File: src/rtl/jam_perm_engine.sv
// rtl/jam_perm_engine.sv - exhaustive N x N job-assignment search over all permutations in lexicographic order.
// Optional BestJ output (first minimum-cost permutation) enabled by defining BEST_PERM_EN.
module jam_perm_engine #(
  parameter  int N    = 8,
  parameter  int CW   = 7,
  parameter  int MCW  = 16,
  localparam int IDXW = $clog2(N),
  localparam int SUMW = CW + $clog2(N + 1)
) (
  input  logic            CLK,
  input  logic            RST,
  input  logic            Start,
  output logic            Req,
  output logic [IDXW-1:0] W,
  output logic [IDXW-1:0] J,
  input  logic [CW-1:0]   Cost,
  input  logic            Cost_vld,
  output logic            Busy,
  output logic            Valid,
  output logic [SUMW-1:0] MinCost,
  output logic [MCW-1:0]  MatchCount
`ifdef BEST_PERM_EN
  ,output logic [N*IDXW-1:0] BestJ
`endif
);

  typedef enum logic [1:0] {S_IDLE, S_FETCH, S_EVAL, S_DONE} state_t;

  state_t          r_state;
  state_t          w_next_state;
  logic [IDXW-1:0] r_perm [N];
  logic [IDXW-1:0] w_next_perm [N];
  logic [IDXW-1:0] r_w;
  logic [SUMW-1:0] r_sum;
  logic [SUMW-1:0] r_min;
  logic [MCW-1:0]  r_match;
  logic            w_has_pivot;
  logic            w_last_w;
  int              w_piv;
  int              w_swp;
  int              w_src;
`ifdef BEST_PERM_EN
  logic [IDXW-1:0] r_best [N];
`endif

  assign w_last_w   = (r_w == IDXW'(N - 1));
  assign Req        = (r_state == S_FETCH);
  assign Busy       = (r_state != S_IDLE);
  assign Valid      = (r_state == S_DONE);
  assign W          = r_w;
  assign J          = r_perm[r_w];
  assign MinCost    = r_min;
  assign MatchCount = r_match;

`ifdef BEST_PERM_EN
  always_comb begin
    BestJ = '0;
    for (int k = 0; k < N; k++) BestJ[k*IDXW +: IDXW] = r_best[k];
  end
`endif

  // Lexicographic successor: swap pivot with its rightmost larger element, then reverse the tail.
  always_comb begin
    w_has_pivot = 1'b0;
    w_piv       = 0;
    w_swp       = 0;
    w_src       = 0;
    for (int k = 0; k < N - 1; k++) begin
      if (r_perm[k] < r_perm[k+1]) begin
        w_piv       = k;
        w_has_pivot = 1'b1;
      end
    end
    for (int k = 0; k < N; k++) begin
      if (k > w_piv && r_perm[k] > r_perm[w_piv]) w_swp = k;
    end
    for (int k = 0; k < N; k++) begin
      w_next_perm[k] = r_perm[k];
      if (k == w_piv) begin
        w_next_perm[k] = r_perm[w_swp];
      end else if (k > w_piv) begin
        w_src = N + w_piv - k;
        w_next_perm[k] = (w_src == w_swp) ? r_perm[w_piv] : r_perm[w_src];
      end
    end
  end

  always_ff @(posedge CLK) begin
    if (RST) r_state <= S_IDLE;
    else     r_state <= w_next_state;
  end

  always_comb begin
    w_next_state = r_state;
    case (r_state)
      S_IDLE:  if (Start) w_next_state = S_FETCH;
      S_FETCH: if (Cost_vld && w_last_w) w_next_state = S_EVAL;
      S_EVAL:  w_next_state = w_has_pivot ? S_FETCH : S_DONE;
      S_DONE:  w_next_state = S_IDLE;
      default: w_next_state = S_IDLE;
    endcase
  end

  always_ff @(posedge CLK) begin
    if (RST) begin
      r_w     <= '0;
      r_sum   <= '0;
      r_min   <= '1;
      r_match <= '0;
      for (int k = 0; k < N; k++) r_perm[k] <= IDXW'(k);
`ifdef BEST_PERM_EN
      for (int k = 0; k < N; k++) r_best[k] <= IDXW'(k);
`endif
    end else begin
      case (r_state)
        S_IDLE: begin
          if (Start) begin
            r_w     <= '0;
            r_sum   <= '0;
            r_min   <= '1;
            r_match <= '0;
            for (int k = 0; k < N; k++) r_perm[k] <= IDXW'(k);
`ifdef BEST_PERM_EN
            for (int k = 0; k < N; k++) r_best[k] <= IDXW'(k);
`endif
          end
        end
        S_FETCH: begin
          if (Cost_vld) begin
            r_sum <= r_sum + {{(SUMW-CW){1'b0}}, Cost};
            if (!w_last_w) r_w <= r_w + 1'b1;
          end
        end
        S_EVAL: begin
          if (r_sum < r_min) begin
            r_min   <= r_sum;
            r_match <= {{(MCW-1){1'b0}}, 1'b1};
`ifdef BEST_PERM_EN
            for (int k = 0; k < N; k++) r_best[k] <= r_perm[k];
`endif
          end else if (r_sum == r_min && r_match != {MCW{1'b1}}) begin
            r_match <= r_match + 1'b1;
          end
          if (w_has_pivot) begin
            for (int k = 0; k < N; k++) r_perm[k] <= w_next_perm[k];
            r_w   <= '0;
            r_sum <= '0;
          end
        end
        default: ;
      endcase
    end
  end

endmodule

File: config.mk
export PLATFORM = sky130hd
export DESIGN_NAME = jam_perm_engine
export DESIGN_NICKNAME = d
export VERILOG_FILES = /design/src/rtl/jam_perm_engine.sv
export SDC_FILE = /design/constraint.sdc
export NUM_CORES = 1
export LEC_CHECK = 0
export ABC_AREA = 1
export CORE_UTILIZATION = 60
export CTS_CLUSTER_DIAMETER = 100
export CTS_CLUSTER_SIZE = 30
export DETAILED_ROUTE_END_ITERATION = 8
export HOLD_SLACK_MARGIN = 0.12
export PLACE_DENSITY_LB_ADDON = 0.05
export RECOVER_POWER = 100
export SLEW_MARGIN = 20
export SYNTH_ARGS = -nofsm -noshare
export SYNTH_HDL_FRONTEND = slang
export SYNTH_SLANG_ARGS = --single-unit
File: constraint.sdc
create_clock -name CLK -period 6.5 [get_ports CLK]
set_input_delay 0.975 -clock CLK [delete_from_list [all_inputs] [get_ports CLK]]
set_output_delay 0.975 -clock CLK [all_outputs]
set_load 0.01 [all_outputs]
# Word level (Yosys, flattened, before mapping)
# Memories as Yosys holds them, arrays and structs flattened. A register that Yosys moved wholly into a read port is not among the register bits.
# Index checks and enable logic that the tools add are counted.
[op_classes]
n_addsub = 11
magnitude_cmp = 23
n_eq_ne = 28
muxes = 92
bitwise_logic = 16
n_reduce_logical = 19
[ops]
columns = ["op", "count"]
rows = [
  ["$mux 32", 11],
  ["$eq 32x32->1", 8],
  ["$mux 3", 46],
  ["$eq 4x32->1 const A", 4],
  ["$gt 4x32->1 const A", 4],
  ["$sub 32x4->32 const B", 4],
  ["$eq 3x32->1 const A", 2],
  ["$gt 3x32->1 const A", 2],
  ["$sub 32x3->32 const B", 2],
  ["$mux 11", 5],
  ["$mux 16", 3],
  ["$pmux 11 s3", 1],
  ["$add 5x32->32 const A", 1],
  ["$eq 2x32->1 const A", 1],
  ["$gt 1x32->1 const A", 1],
  ["$gt 2x32->1 const A", 1],
  ["$logic_not 32->1", 1],
  ["$pmux 16 s2", 1],
  ["$sub 32x2->32 const B", 1],
  ["$pmux 11 s2", 1],
  ["$gt 3x3->1", 7],
  ["$lt 3x3->1", 7],
  ["$mux 1", 19],
  ["$add 16x1->16 const B", 1],
  ["23 further kinds", 55],
]
[totals]
register_bits = 43
mem_bits_rw = 24
inputBits = 11
out_inout_bits = 36
mem_count = 1
[mem_list]
columns = ["name", "words", "word_bits", "rd", "rd_ports_with_merged_regs", "write_ports", "line", "rtl"]
rows = [
  ["r_perm", 8, 3, 19, 1, 8, "31", "logic [IDXW-1:0] r_perm [N];"],
]

# Logic depth before layout (Yosys ltp)
# An unclocked memory read counts as a cell.
[logic_depth]
depth_word = 23
mapped_depth = 37
depth_no_buf = 35

# Least setup slack after synthesis
# No wires, ideal clock.
[synth_timing]
path_kind = "flip-flop to flip-flop"
startpoint = "memory r_perm[2][2] (netlist bit)"
endpoint = "memory r_perm[1][0] (netlist bit) (enable)"
setup_ps = 327
arrival_ps = 4350
t_required_ps = 6173
setup_slack_ps = 1823
stages_incl_launch_ff = 36
n_path_buf = 2
path_cell_list = "edfxtp_1 > inv_1 > ha_1 > nand2_1 > nand2_1 > a21oi_2 > nand2_1 > nand2_1 > nand2_4 > nand2_4 > buf_6 > clkbuf_1 > nand2_1 > o21ai_0 > inv_1 > o21ai_0 > inv_1 > o21ai_0 > ha_1 > o21ai_0 > nand3_1 > nand3_1 > nand2_1 > inv_1 > nand2_1 > nand2_1 > nand2_1 > nand2_1 > nand2_2 > nand2_2 > nand2_1 > nand2_2 > nand3_2 > nand3_1 > nand2_1 > a21oi_1"
[synth_rtl]
columns = ["element", "line"]
rows = [
  ["start: declaration", "31"],
]

==> run metrics <==
CP peak stage delay=about 0.50 ns; Syn Nets=roughly 1,100; Critical Path Start Type=register; Site Rows=38; layout cells sized above 1=under 10%; CP max FO=47; Hold Path Class=register to register; Yosys Warn Count=0; worst endpoint required time=approximately 6.6 ns; register bit count reported by yosys=70; drt wl/cell=around 19 um; Post-Synth XOR/XNOR Area=less than 1%; CP top delay family=simple AND/OR/NAND/NOR gates; Critical Path End Type=register; initial antenna violation count=0; # diodes=0; R2R cell count=29; Total Power=roughly 0.0019 W; final cell count without fillers=1,188; io pins=47; ys flop type=dfxtp_1; hold path cells=1; status=complete, no violations; Synth area leader=dfxtp_1; multiplexer area fraction after synthesis=0.150%; DR iter-0 viols=between 800 and 900; gr ovfl total=0; Slowest cell on crit path=edfxtp_1; Post-Synth Adder-Cell Area=10.4%; Filler cells=1,018; H-tree depth=3; compound-gate portion of the synthesized area=between 10% and 20%; number of synthesized flops with an enable pin=21; CP most frequent cell=nand2_1; die area=11,600 um2; CP Data Arrival Time=5.80 ns; gpl congestion=about 1.0; Hold Violations, Final=0; count of antenna-violating nets left after detailed routing=0; Fmax achieved=174 MHz; Final Cycle Share=approximately nine tenths; ys async rst share=0%; largest family of logic cells by synthesized area=simple AND/OR/NAND/NOR gates; clock latency on the worst-skew pair=between 0.3 and 0.4 ns; final setup vio count=0; Worst-path clk slew=~0.080 ns; Die Wd=107 um; Post-Route Setup TNS=0 ns; Final Skew=between 0.006 and 0.007 ns; vias in the first global route=6,707; drt drc=0; die height=roughly 110 um; P_leak=about 3.4 nW; drt pass-1 iters=9; synth top area cells=dfxtp_1 15%, nand2_1 12%, nand3_1 11%, ha_1 10%, edfxtp_1 9.4%; share of the synthesized area in the top cell type=between 10% and 20%; routed vias=7,418; fin nets=about 1,100; Via density=~6.2; first-pass GRT wire length=roughly 35 mm; I/O Buffers=46; maximum vdd ir drop=0.169 mV; largest net degree at the start of global routing=48; Worst-Margin Slew=roughly 1 ns; Tot GR Track Use=between 40% and 50%; Routed Wire Length=around 23 mm; kind of critical path=register to register; CTS Sinks=70; Cells after Synth=1,009; CTS buffer count=9; Post-Syn Area=about 6700 um2; RSZ-0062 raised after global routing=no; most frequent cells in the layout=207 x nand2_1, 147 x nand3_1, 102 x inv_1; Synth cell types=51; Min Hold Slack=about 0.50 ns; Critical Path Stages=29; power density cells=roughly 260 nW/um2; Resized Gates After CTS=0; Hold-fix buffers, CTS=0; Synth Area in Simple Gates=a little under two fifths; crit path time final=about 5.7 ns; slew margin rel.=33.5%; root buffer cell=clkbuf_8; CP bufs+invs=4; Core Area=~11,000 um2; Longest Clk Path Bufs=2; Seq/Total Area, Yosys=24.1%; max-slew violations=0; CTS tree=yes; placed cell count=between 1,000 and 1,500; Mapped Avg Cell Area=6.62 um2; DP HPWL=roughly 17 mm; Initial Util=between 60% and 70%; commonest non-fill, non-tap cell in the layout=nand2_1; setup bufs post-CTS=0; MaxCap Viol Count=0; area added between synthesis and finish=10.4%
## final timing paths
path | from | end | slack, ns
worst min register to register | MatchCount[15] | MatchCount[15] | 0.50
worst min-delay path | MatchCount[15] | MatchCount[15] | 0.50
worst max-delay path | r_perm[6][2] | r_perm[1][1] | 0.76
worst max register to register | r_perm[6][2] | r_perm[1][1] | 0.76
## state kept, by name, summed over array words and instances, names as in the netlist, named ones only
name        flops
MatchCount     16
MinCost        11
W               3
r_perm         24
r_state         2
r_sum          11
## cell families after synthesis
group	after synthesis
buffers and inverters	148
xor gates and xnor gates	5
AOI/OAI and AO/OA	220
adders and majority gates	55
DFF	70
and+or+nand+nor	510
muxes	1
## synth_stat cells (all sizes together) (5+ instances only)
cell,number
a211oi,6
a21oi,82
a31oi,14
buf,8
clkbuf,23
dfxtp,49
edfxtp,21
ha,54
inv,114
nand2,237
nand3,161
nand4,8
nor2,71
nor3,17
o211ai,15
o21ai,90
or2,5
## metrics by stage
step | utilization, % | cell area, um2 | setup WS (ns)
2_1_floorplan | - | 6680 | 1.82
3_3_place_gp | 66.6 | 7220 | 1.21
3_5_place_dp | 66.6 | 7220 | 1.11
4_1_cts | 68.4 | 7410 | 1.11
5_1_grt | 68.0 | 7370 | 0.281
6_report | 68.0 | 7370 | 0.763
## worst reg2reg max path, delay by kind of cell (launching register included)
family                     cells  cell delay, ns
and+or+nand+nor               17            2.90
AOI/OAI and AO/OA              6            0.89
adders and majority gates      2            0.61
buffers and inverters          4            0.52
DFF                            1            0.50
## where the power goes
group | internal, W | leakage (nW) | switching, W | total (W)
sequential | 0.000480 | 0.581 | 0.0000355 | 0.000516
combinational | 0.000315 | 2.71 | 0.000730 | 0.00105
clock | 0.000174 | 0.0863 | 0.000171 | 0.000344
## final cells by class
cell class | instances | area [um2] | area share (%)
multi-input combinational | 791 | 4440 | 60.2
clock buffer | 9 | 124 | 1.68
timing repair buffer | 54 | 513 | 6.96
inverter | 117 | 445 | 6.04
clock inverter | 7 | 65.1 | 0.883
sequential | 70 | 1610 | 21.9
tap | 140 | 175 | 2.38
## per-layer routing
metal | GRT usage (%) | up-vias | wire, um
met1 | 49.0 | 3335 | 8730
met4 | 26.4 | 0 | 1580
met5 | 0 | - | 0
li1 | - | 3532 | -
met3 | 7.69 | 120 | 2270
met2 | 65.9 | 431 | 10300
No activity file was read; power rests on OpenSTA's default activity.
